**config.mk**
```make
export PLATFORM = sky130hd
export DESIGN_NAME = gba_ds_fifo_sched
export DESIGN_NICKNAME = d
export VERILOG_FILES = /design/src/rtl/gba_audio_pkg.sv /design/src/rtl/ds_chan_seq.sv /design/src/rtl/gba_ds_fifo_sched.sv
export SDC_FILE = /design/constraint.sdc
export NUM_CORES = 1
export LEC_CHECK = 0
export BUFFER_PORTS_ARGS = -buffer_cell sky130_fd_sc_hd__buf_4
export CORE_ASPECT_RATIO = 1.25
export CORE_UTILIZATION = 46
export DETAILED_ROUTE_END_ITERATION = 7
export PLACE_DENSITY = 0.75
export SYNTH_ARGS = -nofsm -noshare
export SYNTH_HDL_FRONTEND = slang
export SYNTH_HIERARCHICAL = 1
export SYNTH_SLANG_ARGS = --single-unit
```
**constraint.sdc**
```tcl
create_clock -name gba_clk -period 1.4 [get_ports gba_clk]
set_input_delay 0.28 -clock gba_clk [delete_from_list [all_inputs] [get_ports gba_clk]]
set_output_delay 0.28 -clock gba_clk [all_outputs]
set_load 0.05 [all_outputs]
```
**src/rtl/gba_audio_pkg.sv**
```systemverilog
// Shared types and constants for the GBA Direct Sound FIFO scheduler.
package gba_audio_pkg;

  typedef enum logic [1:0] {
    DS_EMPTY,
    DS_FETCH,
    DS_HOLD
  } ds_state_t;

  localparam int   DS_SEL_A_BIT = 10;
  localparam int   DS_SEL_B_BIT = 14;
  localparam logic DS_CH_A      = 1'b0;
  localparam logic DS_CH_B      = 1'b1;

endpackage

```
**src/rtl/ds_chan_seq.sv**
```systemverilog
// One Direct Sound channel: pops a FIFO word, plays its 4 bytes on ticks,
// and raises a DMA refill request when the FIFO runs low.
module ds_chan_seq
  import gba_audio_pkg::*;
#(
  parameter int REQ_THRESH = 4,
  parameter int SIZE_W     = 4
) (
  input  logic              gba_clk,
  input  logic              reset,
  input  logic              tick,
  input  logic              seq_rst,
  input  logic              ack,
  input  logic [SIZE_W-1:0] fifo_size,
  input  logic [31:0]       fifo_val,
  output logic              fifo_re,
  output logic              fifo_clr,
  output logic [7:0]        sample,
  output logic              strobe,
  output logic              pending,
  output logic              underrun
);

  localparam logic [SIZE_W-1:0] THRESH = SIZE_W'(REQ_THRESH);

  ds_state_t   state, state_nxt;
  logic [31:0] word;
  logic [1:0]  byte_idx;
  logic        popped;

  // NOTE: sequential state uses non-blocking assignments so every flop samples pre-edge values.
  always_ff @(posedge gba_clk) begin
    if (reset) state <= DS_EMPTY;
    else       state <= state_nxt;
  end

  // NOTE: defaulting state_nxt first keeps this block free of inferred latches.
  always_comb begin
    state_nxt = state;
    if (seq_rst) begin
      state_nxt = DS_EMPTY;
    end else begin
      unique case (state)
        DS_EMPTY: if (fifo_re) state_nxt = DS_FETCH;
        DS_FETCH: state_nxt = DS_HOLD;
        DS_HOLD:  if (tick && byte_idx == 2'd3) state_nxt = DS_EMPTY;
        default:  state_nxt = DS_EMPTY;
      endcase
    end
  end

  // A pop is suppressed while a clear is in flight so a cleared FIFO is never read.
  always_comb begin
    fifo_re  = (state == DS_EMPTY) && (fifo_size != '0) && !seq_rst && !fifo_clr && !reset;
    underrun = tick && !seq_rst && (state != DS_HOLD);
  end

  always_ff @(posedge gba_clk) begin
    if (reset) begin
      word     <= '0;
      byte_idx <= '0;
      sample   <= '0;
      strobe   <= 1'b0;
      fifo_clr <= 1'b0;
      pending  <= 1'b0;
      popped   <= 1'b0;
    end else begin
      strobe   <= 1'b0;
      fifo_clr <= 1'b0;
      popped   <= fifo_re;
      if (seq_rst) begin
        byte_idx <= '0;
        sample   <= '0;
        fifo_clr <= 1'b1;
        pending  <= 1'b1;
      end else begin
        if (state == DS_FETCH) begin
          word     <= fifo_val;
          byte_idx <= '0;
        end
        if (state == DS_HOLD && tick) begin
          sample   <= word[{byte_idx, 3'b000} +: 8];
          strobe   <= 1'b1;
          byte_idx <= byte_idx + 2'd1;
        end
        // fifo_size already reflects the pop one cycle after fifo_re; a new need beats an ack.
        if (popped && fifo_size <= THRESH) pending <= 1'b1;
        else if (ack)                      pending <= 1'b0;
      end
    end
  end

endmodule

```
**src/rtl/gba_ds_fifo_sched.sv**
```systemverilog
// Direct Sound A/B sequencer with a round-robin sound-DMA arbiter.
// Optional feature: GBA_DS_UNDERRUN_STATS_EN adds saturating dropped-tick counters.
module gba_ds_fifo_sched
  import gba_audio_pkg::*;
#(
  parameter int REQ_THRESH = 4,
  parameter int FIFO_WORDS = 8
) (
  input  logic                               gba_clk,
  input  logic                               reset,
  input  logic                               tm0_ovf,
  input  logic                               tm1_ovf,
  input  logic [15:0]                        sound_cnt_h,
  input  logic                               seq_rst_a,
  input  logic                               seq_rst_b,
  input  logic [$clog2(FIFO_WORDS+1)-1:0]    fifo_size_a,
  input  logic [31:0]                        fifo_val_a,
  output logic                               fifo_re_a,
  output logic                               fifo_clr_a,
  input  logic [$clog2(FIFO_WORDS+1)-1:0]    fifo_size_b,
  input  logic [31:0]                        fifo_val_b,
  output logic                               fifo_re_b,
  output logic                               fifo_clr_b,
  output logic [7:0]                         sample_a,
  output logic [7:0]                         sample_b,
  output logic                               strobe_a,
  output logic                               strobe_b,
  output logic                               dma_req,
  output logic                               dma_ch,
  input  logic                               dma_ack
`ifdef GBA_DS_UNDERRUN_STATS_EN
  ,
  output logic [15:0]                        underrun_cnt_a,
  output logic [15:0]                        underrun_cnt_b
`endif
);

  localparam int SIZE_W = $clog2(FIFO_WORDS + 1);

  logic tick_a, tick_b, ack_a, ack_b;
  logic pending_a, pending_b, underrun_a, underrun_b;
  logic grant, lock_q, ch_q, rr_last;

  assign tick_a = sound_cnt_h[DS_SEL_A_BIT] ? tm1_ovf : tm0_ovf;
  assign tick_b = sound_cnt_h[DS_SEL_B_BIT] ? tm1_ovf : tm0_ovf;

  // Once a request is visible its channel is locked until the DMA acknowledges it.
  assign dma_req = pending_a | pending_b;
  assign grant   = (pending_a & pending_b) ? ~rr_last : pending_b;
  assign dma_ch  = lock_q ? ch_q : grant;
  assign ack_a   = dma_ack & dma_req & (dma_ch == DS_CH_A);
  assign ack_b   = dma_ack & dma_req & (dma_ch == DS_CH_B);

  always_ff @(posedge gba_clk) begin
    if (reset) begin
      lock_q  <= 1'b0;
      ch_q    <= DS_CH_A;
      rr_last <= DS_CH_B;
    end else if (dma_req && dma_ack) begin
      lock_q  <= 1'b0;
      rr_last <= dma_ch;
    end else if (dma_req) begin
      lock_q  <= 1'b1;
      ch_q    <= dma_ch;
    end
  end

  ds_chan_seq #(.REQ_THRESH(REQ_THRESH), .SIZE_W(SIZE_W)) u_chan_a (
    .gba_clk   (gba_clk),
    .reset     (reset),
    .tick      (tick_a),
    .seq_rst   (seq_rst_a),
    .ack       (ack_a),
    .fifo_size (fifo_size_a),
    .fifo_val  (fifo_val_a),
    .fifo_re   (fifo_re_a),
    .fifo_clr  (fifo_clr_a),
    .sample    (sample_a),
    .strobe    (strobe_a),
    .pending   (pending_a),
    .underrun  (underrun_a)
  );

  ds_chan_seq #(.REQ_THRESH(REQ_THRESH), .SIZE_W(SIZE_W)) u_chan_b (
    .gba_clk   (gba_clk),
    .reset     (reset),
    .tick      (tick_b),
    .seq_rst   (seq_rst_b),
    .ack       (ack_b),
    .fifo_size (fifo_size_b),
    .fifo_val  (fifo_val_b),
    .fifo_re   (fifo_re_b),
    .fifo_clr  (fifo_clr_b),
    .sample    (sample_b),
    .strobe    (strobe_b),
    .pending   (pending_b),
    .underrun  (underrun_b)
  );

  // Only the two timer-select bits matter here; the rest belongs to the mixer.
  logic unused_cnt_h;
  assign unused_cnt_h = ^sound_cnt_h;

`ifdef GBA_DS_UNDERRUN_STATS_EN
  always_ff @(posedge gba_clk) begin
    if (reset || seq_rst_a)
      underrun_cnt_a <= '0;
    else if (underrun_a && underrun_cnt_a != 16'hFFFF)
      underrun_cnt_a <= underrun_cnt_a + 16'd1;
    if (reset || seq_rst_b)
      underrun_cnt_b <= '0;
    else if (underrun_b && underrun_cnt_b != 16'hFFFF)
      underrun_cnt_b <= underrun_cnt_b + 16'd1;
  end
`else
  logic unused_underrun;
  assign unused_underrun = underrun_a | underrun_b;
`endif

endmodule
```
==> Yosys cells after proc, flatten, opt, wreduce, memory -nomap -nowiden <==
Index checks and enable logic that the tools add are counted.
{ "op_classes": {"eq_ne": 10, "shifts": 2, "add_sub_neg": 2, "n_lt_le_gt_ge": 2, "n_reduce_logical": 36, "muxes": 24, "bitwise": 10} }
{ "ops": {"columns": ["cell", "n"], "rows": [
  ["$shiftx A32 B6 Y8", 2],
  ["$mux W2", 8],
  ["$logic_and A1 B1 Y1", 15],
  ["$mux W1", 14],
  ["$pmux W2 S3", 2],
  ["$reduce_and A2 Y1", 5],
  ["$eq A2 B2 Y1 const B", 4],
  ["$le A4 B3 Y1 const B", 2],
  ["$reduce_bool A4 Y1", 2],
  ["$reduce_bool A3 Y1", 2],
  ["$reduce_or A2 Y1", 3],
  ["$logic_not A1 Y1", 5],
  ["$not A1 Y1", 5],
  ["$add A2 B1 Y2 const B", 2],
  ["$and A1 B1 Y1", 4],
  ["$eq A2 B1 Y1 const B", 2],
  ["$logic_not A2 Y1", 2],
  ["$ne A2 B1 Y1 const B", 2],
  ["$ne A2 B2 Y1 const B", 2],
  ["$reduce_bool A2 Y1", 2],
  ["$or A1 B1 Y1", 1]
]} }
{ "totals": {"inputBits": 95, "reg_bits": 99, "wordCells": 105, "out_inout_bits": 24} }

==> Depth between registers and ports, before layout <==
Gate-level depths: netlist of run 1.
{ "depth": {"ltp_word": 8, "mapped_depth": 7} }

==> Hierarchy <==
The synthesis of run 1 kept the hierarchy.
{ "modules_own_cells": {"columns": ["mod", "cells_each", "instances", "area_per_inst_um2", "seq_area_each_um2"], "rows": [
  ["ds_chan_seq", 209, 2, 1928.1, 960.9],
  ["gba_ds_fifo_sched", 21, 1, 195.2, 60.1]
]} }

==> Worst setup path before layout of run 1 <==
OpenSTA, ideal clock, no wires.
{ "synth_timing": {"kind": "register to output", "startpoint": "reg u_chan_a.fifo_clr", "endpoint": "out fifo_re_a", "n_path_buf": 0, "stages_incl_launch_ff": 3, "path_slack_ps": -839, "arrival_time_ps": 1959, "t_required_ps": 1120, "path_cell_list": "dfxtp_1 or3_1 nor3_1"} }
{ "synth_between": {"elab_chain_len": 3} }
{ "synth_lines": {"columns": ["element", "line_no", "source"], "rows": [
  ["from (decl)", "ds_chan_seq.sv:17", "output logic fifo_clr,"],
  ["from (signal assigned)", "ds_chan_seq.sv:64", "fifo_clr <= 1'b0;"],
  ["from (signal assigned)", "ds_chan_seq.sv:69", "fifo_clr <= 1'b0;"],
  ["from (signal assigned)", "ds_chan_seq.sv:74", "fifo_clr <= 1'b1;"],
  ["$logic_not A1 Y1", "ds_chan_seq.sv:54", "fifo_re = (state == DS_EMPTY) && (fifo_size != '0) && !seq_rst && !fifo_clr && !reset;"],
  ["$logic_and A1 B1 Y1 (2 in a row)", "ds_chan_seq.sv:54", null],
  ["to (decl)", "gba_ds_fifo_sched.sv:18", "output logic fifo_re_a,"]
]} }
No other way between the ends.

==> Final worst setup path of run 1 <==
{ "layout_timing": {"startpoint": "reg u_chan_b.state[0]", "endpoint": "out fifo_re_b"} }
{ "layout_between": {"elab_chain_len": 5} }
{ "layout_lines": {"columns": ["element", "line_no", "source"], "rows": [
  ["from (decl)", "ds_chan_seq.sv:26", "ds_state_t state, state_nxt;"],
  ["from (signal assigned)", "ds_chan_seq.sv:34", "else state <= state_nxt;"],
  ["$logic_not A2 Y1", "ds_chan_seq.sv:54", null],
  ["$logic_and A1 B1 Y1 (4 in a row)", "ds_chan_seq.sv:54", null],
  ["to (decl)", "gba_ds_fifo_sched.sv:22", "output logic fifo_re_b,"]
]} }
No other way between the ends.

==> reports/metrics.cfg, run 1 <==
[timing]
setup_ws_ps=-274.8
max_freq_ghz=0.5971
rsz0062_at_grt=true
period_share=1.196
fin_tns_setup_ps=-590.3
maxSlewHeadroom=0.7475
report.final.hold_viol_count=0
setup_viol=3
slew_viol_final=0
tightest_slew_ps=378.7
layout_min_cycle_time_ps=1675
finClkSkew_ps=7.049

[place]
gp_congestion=0.7683
place_hpwl_mm=6.651
postPlaceCellArea_mm2=0.005149
io_buffers=104

[layout]
fin_nets=659
n_antenna_cell=0
seq_area_mm2=0.002003
area_growth_pct=35.92
stdcell_area_mm2=0.005497
drive_gt1_frac=0.3598
final_util=0.6560
fillers=660
multiInputGateArea_mm2=0.001933

[floorplanning]
coreArea_mm2=0.008379
initial_core_util=0.4826
io_pins=119
die_area_mm2=0.009172
die_w_um=85.86
die_y_um=106.8
rows=37

[critical_path]
worstSetupEndpointType=primary output
worst_ep_required_time_ps=1120
path_buf_inv=1
path_cells=or3_4 > nor3_4 > buf_6
regToRegSetupSlack_ps=30
crit_slowest_cell=or3_4
crit_path_max_fanout=2
max_stage_delay_ps=410
crit_arrival_ps=1390
path_class=register to primary output
r2r-end=u_chan_b/word[18]
timing.rr.start=u_chan_b/state[0]
crit_family=simple AND/OR/NAND/NOR gates
start_kind=register
reg2regPathDepth=5

[global_routing]
grt_pass1_wl_mm=15.29
antenna_found_initial=0
grt_use_total=0.2116
grt-ovfl-total=0
grt_max_degree=36
grt_pass1_vias=3371

[route]
routed_wl_mm=9.410
wl_met2_mm=5.123
drt.antenna.violating_nets=0
wirelength_met1_mm=3.743
dr_wl_met3_um=397
drc=0
wl_per_cell_um=13.76
dr.pass1.iters=5
drtIter0Drc=126
vias_per_cell=5.115
vias=3499
top_layer=met4

[min_path]
min_path_cells=3
min_path_type=input pin to register
min-delay-start=fifo_val_a[21]
hold_path_end=u_chan_a/word[21]

[run_status]
status=complete, but fails checks
violations=negative setup slack

[cts]
cts_htree_levels=3
cts_buffer_depth=2
cts.sink_count=99
cts_made_buffers=9
clk_pin_slew_ps=90
cts_tree=yes
clockRootBuffer=clkbuf_8
clkLatencyLatePin_ps=360

[power_and_ir_drop]
power_frac_clock=0.341
pwr-share-comb=0.125
total_power_mw=5.496
p_per_area_mw_per_mm2=999.8
seqPwrFrac=0.534
power.leakage_nw=2.172
internal-power_mw=4.190
p_switching_mw=1.306
p_sw_frac=0.2376
ir_drop_mv=0.6724

[run]
drv_cap=0

[logic_synthesis]
ys_warn_count=6
syn_nets=534
synth_cells=437
avgSynthCellArea_um2=9.254
netlist_area_mm2=0.004044

==> how the worst max path moves through the flow <==
stage                 to         startpoint  cells after the start  slack (ps)
2_1_floorplan  fifo_re_a  u_chan_a/state[0]                      2        -120
3_3_place_gp   fifo_re_b          seq_rst_b                      4          -6
3_5_place_dp   fifo_re_b          seq_rst_b                      4         -30
4_1_cts        fifo_re_b  u_chan_b/state[0]                      3        -300
5_1_grt        fifo_re_b  u_chan_b/state[0]                      3        -320
6_report       fifo_re_b  u_chan_b/state[0]                      3        -270
==> final cells by class <==
type | count | share of cell area
Clock inverter | 3 | 0.008195
Inverter | 3 | 0.002049
Sequential cell | 99 | 0.3644
Tap cell | 117 | 0.02663
Timing Repair Buffer | 142 | 0.2181
Clock buffer | 13 | 0.02891
Multi-Input combinational cell | 307 | 0.3517
==> registers in the layout, summed over array words and instances, names as in the netlist, 2 cells and up <==
register / cells
u_chan_b/state: 2
u_chan_b/byte_idx: 2
u_chan_b/sample: 8
u_chan_a/sample: 8
u_chan_b/word: 32
u_chan_a/state: 2
u_chan_a/byte_idx: 2
u_chan_a/word: 32
==> cell usage in the layout, fill, tap and decap left out, types with 4 or more instances in the layout <==
cell,count
buf_12,6
a22o_1,16
nor3b_4,4
dfxtp_4,4
clkbuf_8,11
dfxtp_2,5
o21ai_0,6
buf_4,129
nor2_1,7
dfxtp_1,90
a21oi_1,76
buf_6,4
nor3_1,4
nand2_1,134
nor2b_1,4
mux4_2,16
==> what timing repair did <==
item | CTS | global route
pin swaps | 4 | 2
hold buffers | 0 | 0
gates resized for setup | 16 | 5
buffers inserted | 5 | 0
cloned | 0 | 2
endpoints found under the setup margin | 5 | 24
endpoints found under the hold margin | 0 | 0
==> power groups by stage <==
| stage | Sequential, mW | Clock, mW | Combinational, mW |
|---|---|---|---|
| final | 2.93 | 1.87 | 0.689 |
| after global routing | 2.94 | 2.03 | 0.746 |
| after CTS | 2.93 | 1.92 | 0.677 |
| after detailed placement | 3.00 | 0 | 0.635 |
| after global placement | 2.99 | 0 | 0.618 |
| after floorplan | 3.00 | 0 | 0.318 |
==> per-stage QoR <==
stage	hold WS (ps)	instances	worst slack (ps)
2_1_floorplan	344.6	437	-117.5
3_3_place_gp	438.8	661	-5.878
3_5_place_dp	445.6	661	-25.40
4_1_cts	136.2	682	-298.7
5_1_grt	149.8	684	-323.0
6_report	159.4	684	-274.8
==> worst reg2reg max path, cell delays in order (launching register included) <==
cell and delay (ps):
dfxtp_1 340, buf_4 150, or3b_4 430, buf_12 170, nand2_1 80, a21oi_1 80
==> routing by layer <==
layer	track usage	vias to the layer above
met5	0	-
met4	0.08095	0
met3	0.04080	13
met2	0.3804	88
met1	0.2455	1649
li1	-	1749
No activity file was read; power rests on OpenSTA's default activity.
==> inputs of run 2 (changes only) <==
--- a/config.mk
+++ b/config.mk
@@ -7,9 +7,9 @@
 export LEC_CHECK = 0
 export BUFFER_PORTS_ARGS = -buffer_cell sky130_fd_sc_hd__buf_4
 export CORE_ASPECT_RATIO = 1.25
-export CORE_UTILIZATION = 46
+export CORE_UTILIZATION = 45
 export DETAILED_ROUTE_END_ITERATION = 7
-export PLACE_DENSITY = 0.75
+export PLACE_DENSITY = 0.74
 export SYNTH_ARGS = -nofsm -noshare
 export SYNTH_HDL_FRONTEND = slang
 export SYNTH_HIERARCHICAL = 1
==> reports/metrics.cfg, run 2 (synthesized netlist as in run 1, its figures left out) <==
[cts]
clkLatencyLatePin_ps=370
cts_buffer_depth=2
clockRootBuffer=clkbuf_8
cts.sink_count=99
clk_pin_slew_ps=90
cts_tree=yes
cts_made_buffers=9
cts_htree_levels=3
cts_hold_buffers=0

[timing]
finClkSkew_ps=7.930
period_share=1.204
layout_min_cycle_time_ps=1686
setup_viol=4
maxSlewHeadroom=0.7260
tightest_slew_ps=411.1
slew_viol_final=0
setup_ws_ps=-286.1
rsz0062_at_grt=true
max_freq_ghz=0.5931
report.final.hold_viol_count=0

[place]
gp_congestion=0.7577
dp_cells=664
preCtsSetupSlack_ps=-25.31
place_hpwl_mm=6.703
io_buffers=104

[power_and_ir_drop]
ir_drop_mv=0.4725
power.leakage_nw=2.137
p_per_area_mw_per_mm2=969.3
p_sw_frac=0.2526
internal-power_mw=3.939
pwr-share-comb=0.127
p_switching_mw=1.332
power_frac_clock=0.317
seqPwrFrac=0.556
total_power_mw=5.271

[global_routing]
grt_pass1_wl_mm=14.72
grt_use_total=0.2027
antenna_found_initial=0
grt_pass1_vias=3275
grt_max_degree=40
grt-ovfl-total=0

[critical_path]
max_stage_delay_ps=400
path_buf_inv=1
crit_slowest_cell=or3_4
crit_arrival_ps=1410
start_kind=register
path_cells=or3_4 > nor3_4 > buf_6
worstSetupEndpointType=primary output
crit_path_max_fanout=2
path_class=register to primary output
worst_ep_required_time_ps=1120
crit_family=simple AND/OR/NAND/NOR gates
regToRegSetupSlack_ps=40

[layout]
n_antenna_cell=0
layout_commonest_cell=nand2_1
layout.cells.non_filler=683
area_growth_pct=34.47
fin_nets=655
final_cell_mix=nand2_1 (135), buf_4 (125), dfxtp_1 (91)
drive_gt1_frac=0.3552
reg_top3=u_chan_a/word (32), u_chan_b/word (32)

[run_status]
violations=negative setup slack
status=complete, but fails checks

[route]
drtIter0Drc=105
vias_per_cell=5.050
wl_per_cell_um=13.57
drc=0
dr.pass1.iters=4
vias=3449
routed_wl_mm=9.266
drt.antenna.violating_nets=0

[floorplanning]
coreArea_mm2=0.008701
rows=38
io_pins=119
die_y_um=108.0
initial_core_util=0.4648
die_w_um=86.79
die_area_mm2=0.009372

[run]
drv_cap=0

[min_path]
min_path_type=input pin to register

[run 2: cell count changes in the layout (fill, tap and decap cells not counted), moves of 2 or more]
cell      before  now
buf_4        129  125
buf_6          4    2
clkinv_2       0    3
buf_12         6    8
clkbuf_1       2    0
[run 2: layout make-up]
cell class	count	area, µm²
fill	745	3263
sequential	99	1999
multi-input combinational	307	1924
timing repair buffer	138	1176
tap	120	150.1
clock buffer	10	137.6
clock inverter	6	38.79
inverter	3	11.26
[run 2: path summary, 6_finish.rpt]
| check | depth (start not counted) | start | endpoint |
|---|---|---|---|
| max | 3 | u_chan_b/state[0] | fifo_re_b |
| min | 3 | fifo_val_b[3] | u_chan_b/word[3] |
| max reg2reg | 5 | u_chan_b/state[1] | u_chan_b/word[19] |
| min reg2reg | 2 | u_chan_a/word[29] | u_chan_a/word[29] |
[run 2: what timing repair did]
item | 4_1_cts | 5_1_grt
resized for setup | 13 | 4
setup buffers | 1 | 2
pin swaps | 4 | 0
setup endpoints to repair | 4 | 10
gates cloned | 0 | 1
[run 2: power by group through the flow]
stage	sequential [mW]	combinational [mW]	clock [mW]
2_1_floorplan	3.00	0.318	0
3_3_place_gp	2.99	0.617	0
3_5_place_dp	3.00	0.635	0
4_1_cts	2.93	0.658	1.73
5_1_grt	2.94	0.722	1.86
6_report	2.93	0.668	1.67
[run 2: per-stage QoR]
stage / setup TNS, ps / hold slack (ps) / utilization / area (µm²)
finish: -672.4 / 150.1 / 0.6250 / 5438
global route: -873.2 / 132.1 / 0.6250 / 5438
CTS: -746.7 / 131.6 / 0.6191 / 5386
detailed placement: -100.6 / 444.8 / 0.5936 / 5165
global placement: -10.50 / 438.9 / 0.5936 / 5165
floorplan: -235.1 / 344.6 / - / 4089
[run 2: per-layer routing]
layer  part of all wire  vias to the layer above  global-route usage
met1               0.40                     1605              0.2355
li1                   -                     1739                   -
met2               0.53                       94              0.3532
met3              0.052                       11             0.04580
met4              0.019                        0             0.09167
met5                  0                        -                   0
[run 2: worst register-to-register path, delay by kind of cell, from the launching register on]
family / cells / cell delay [ps]
AOI/OAI and AO/OA: 1 / 60
buffers and inverters: 2 / 360
DFF: 1 / 320
and+or+nand+nor: 2 / 510
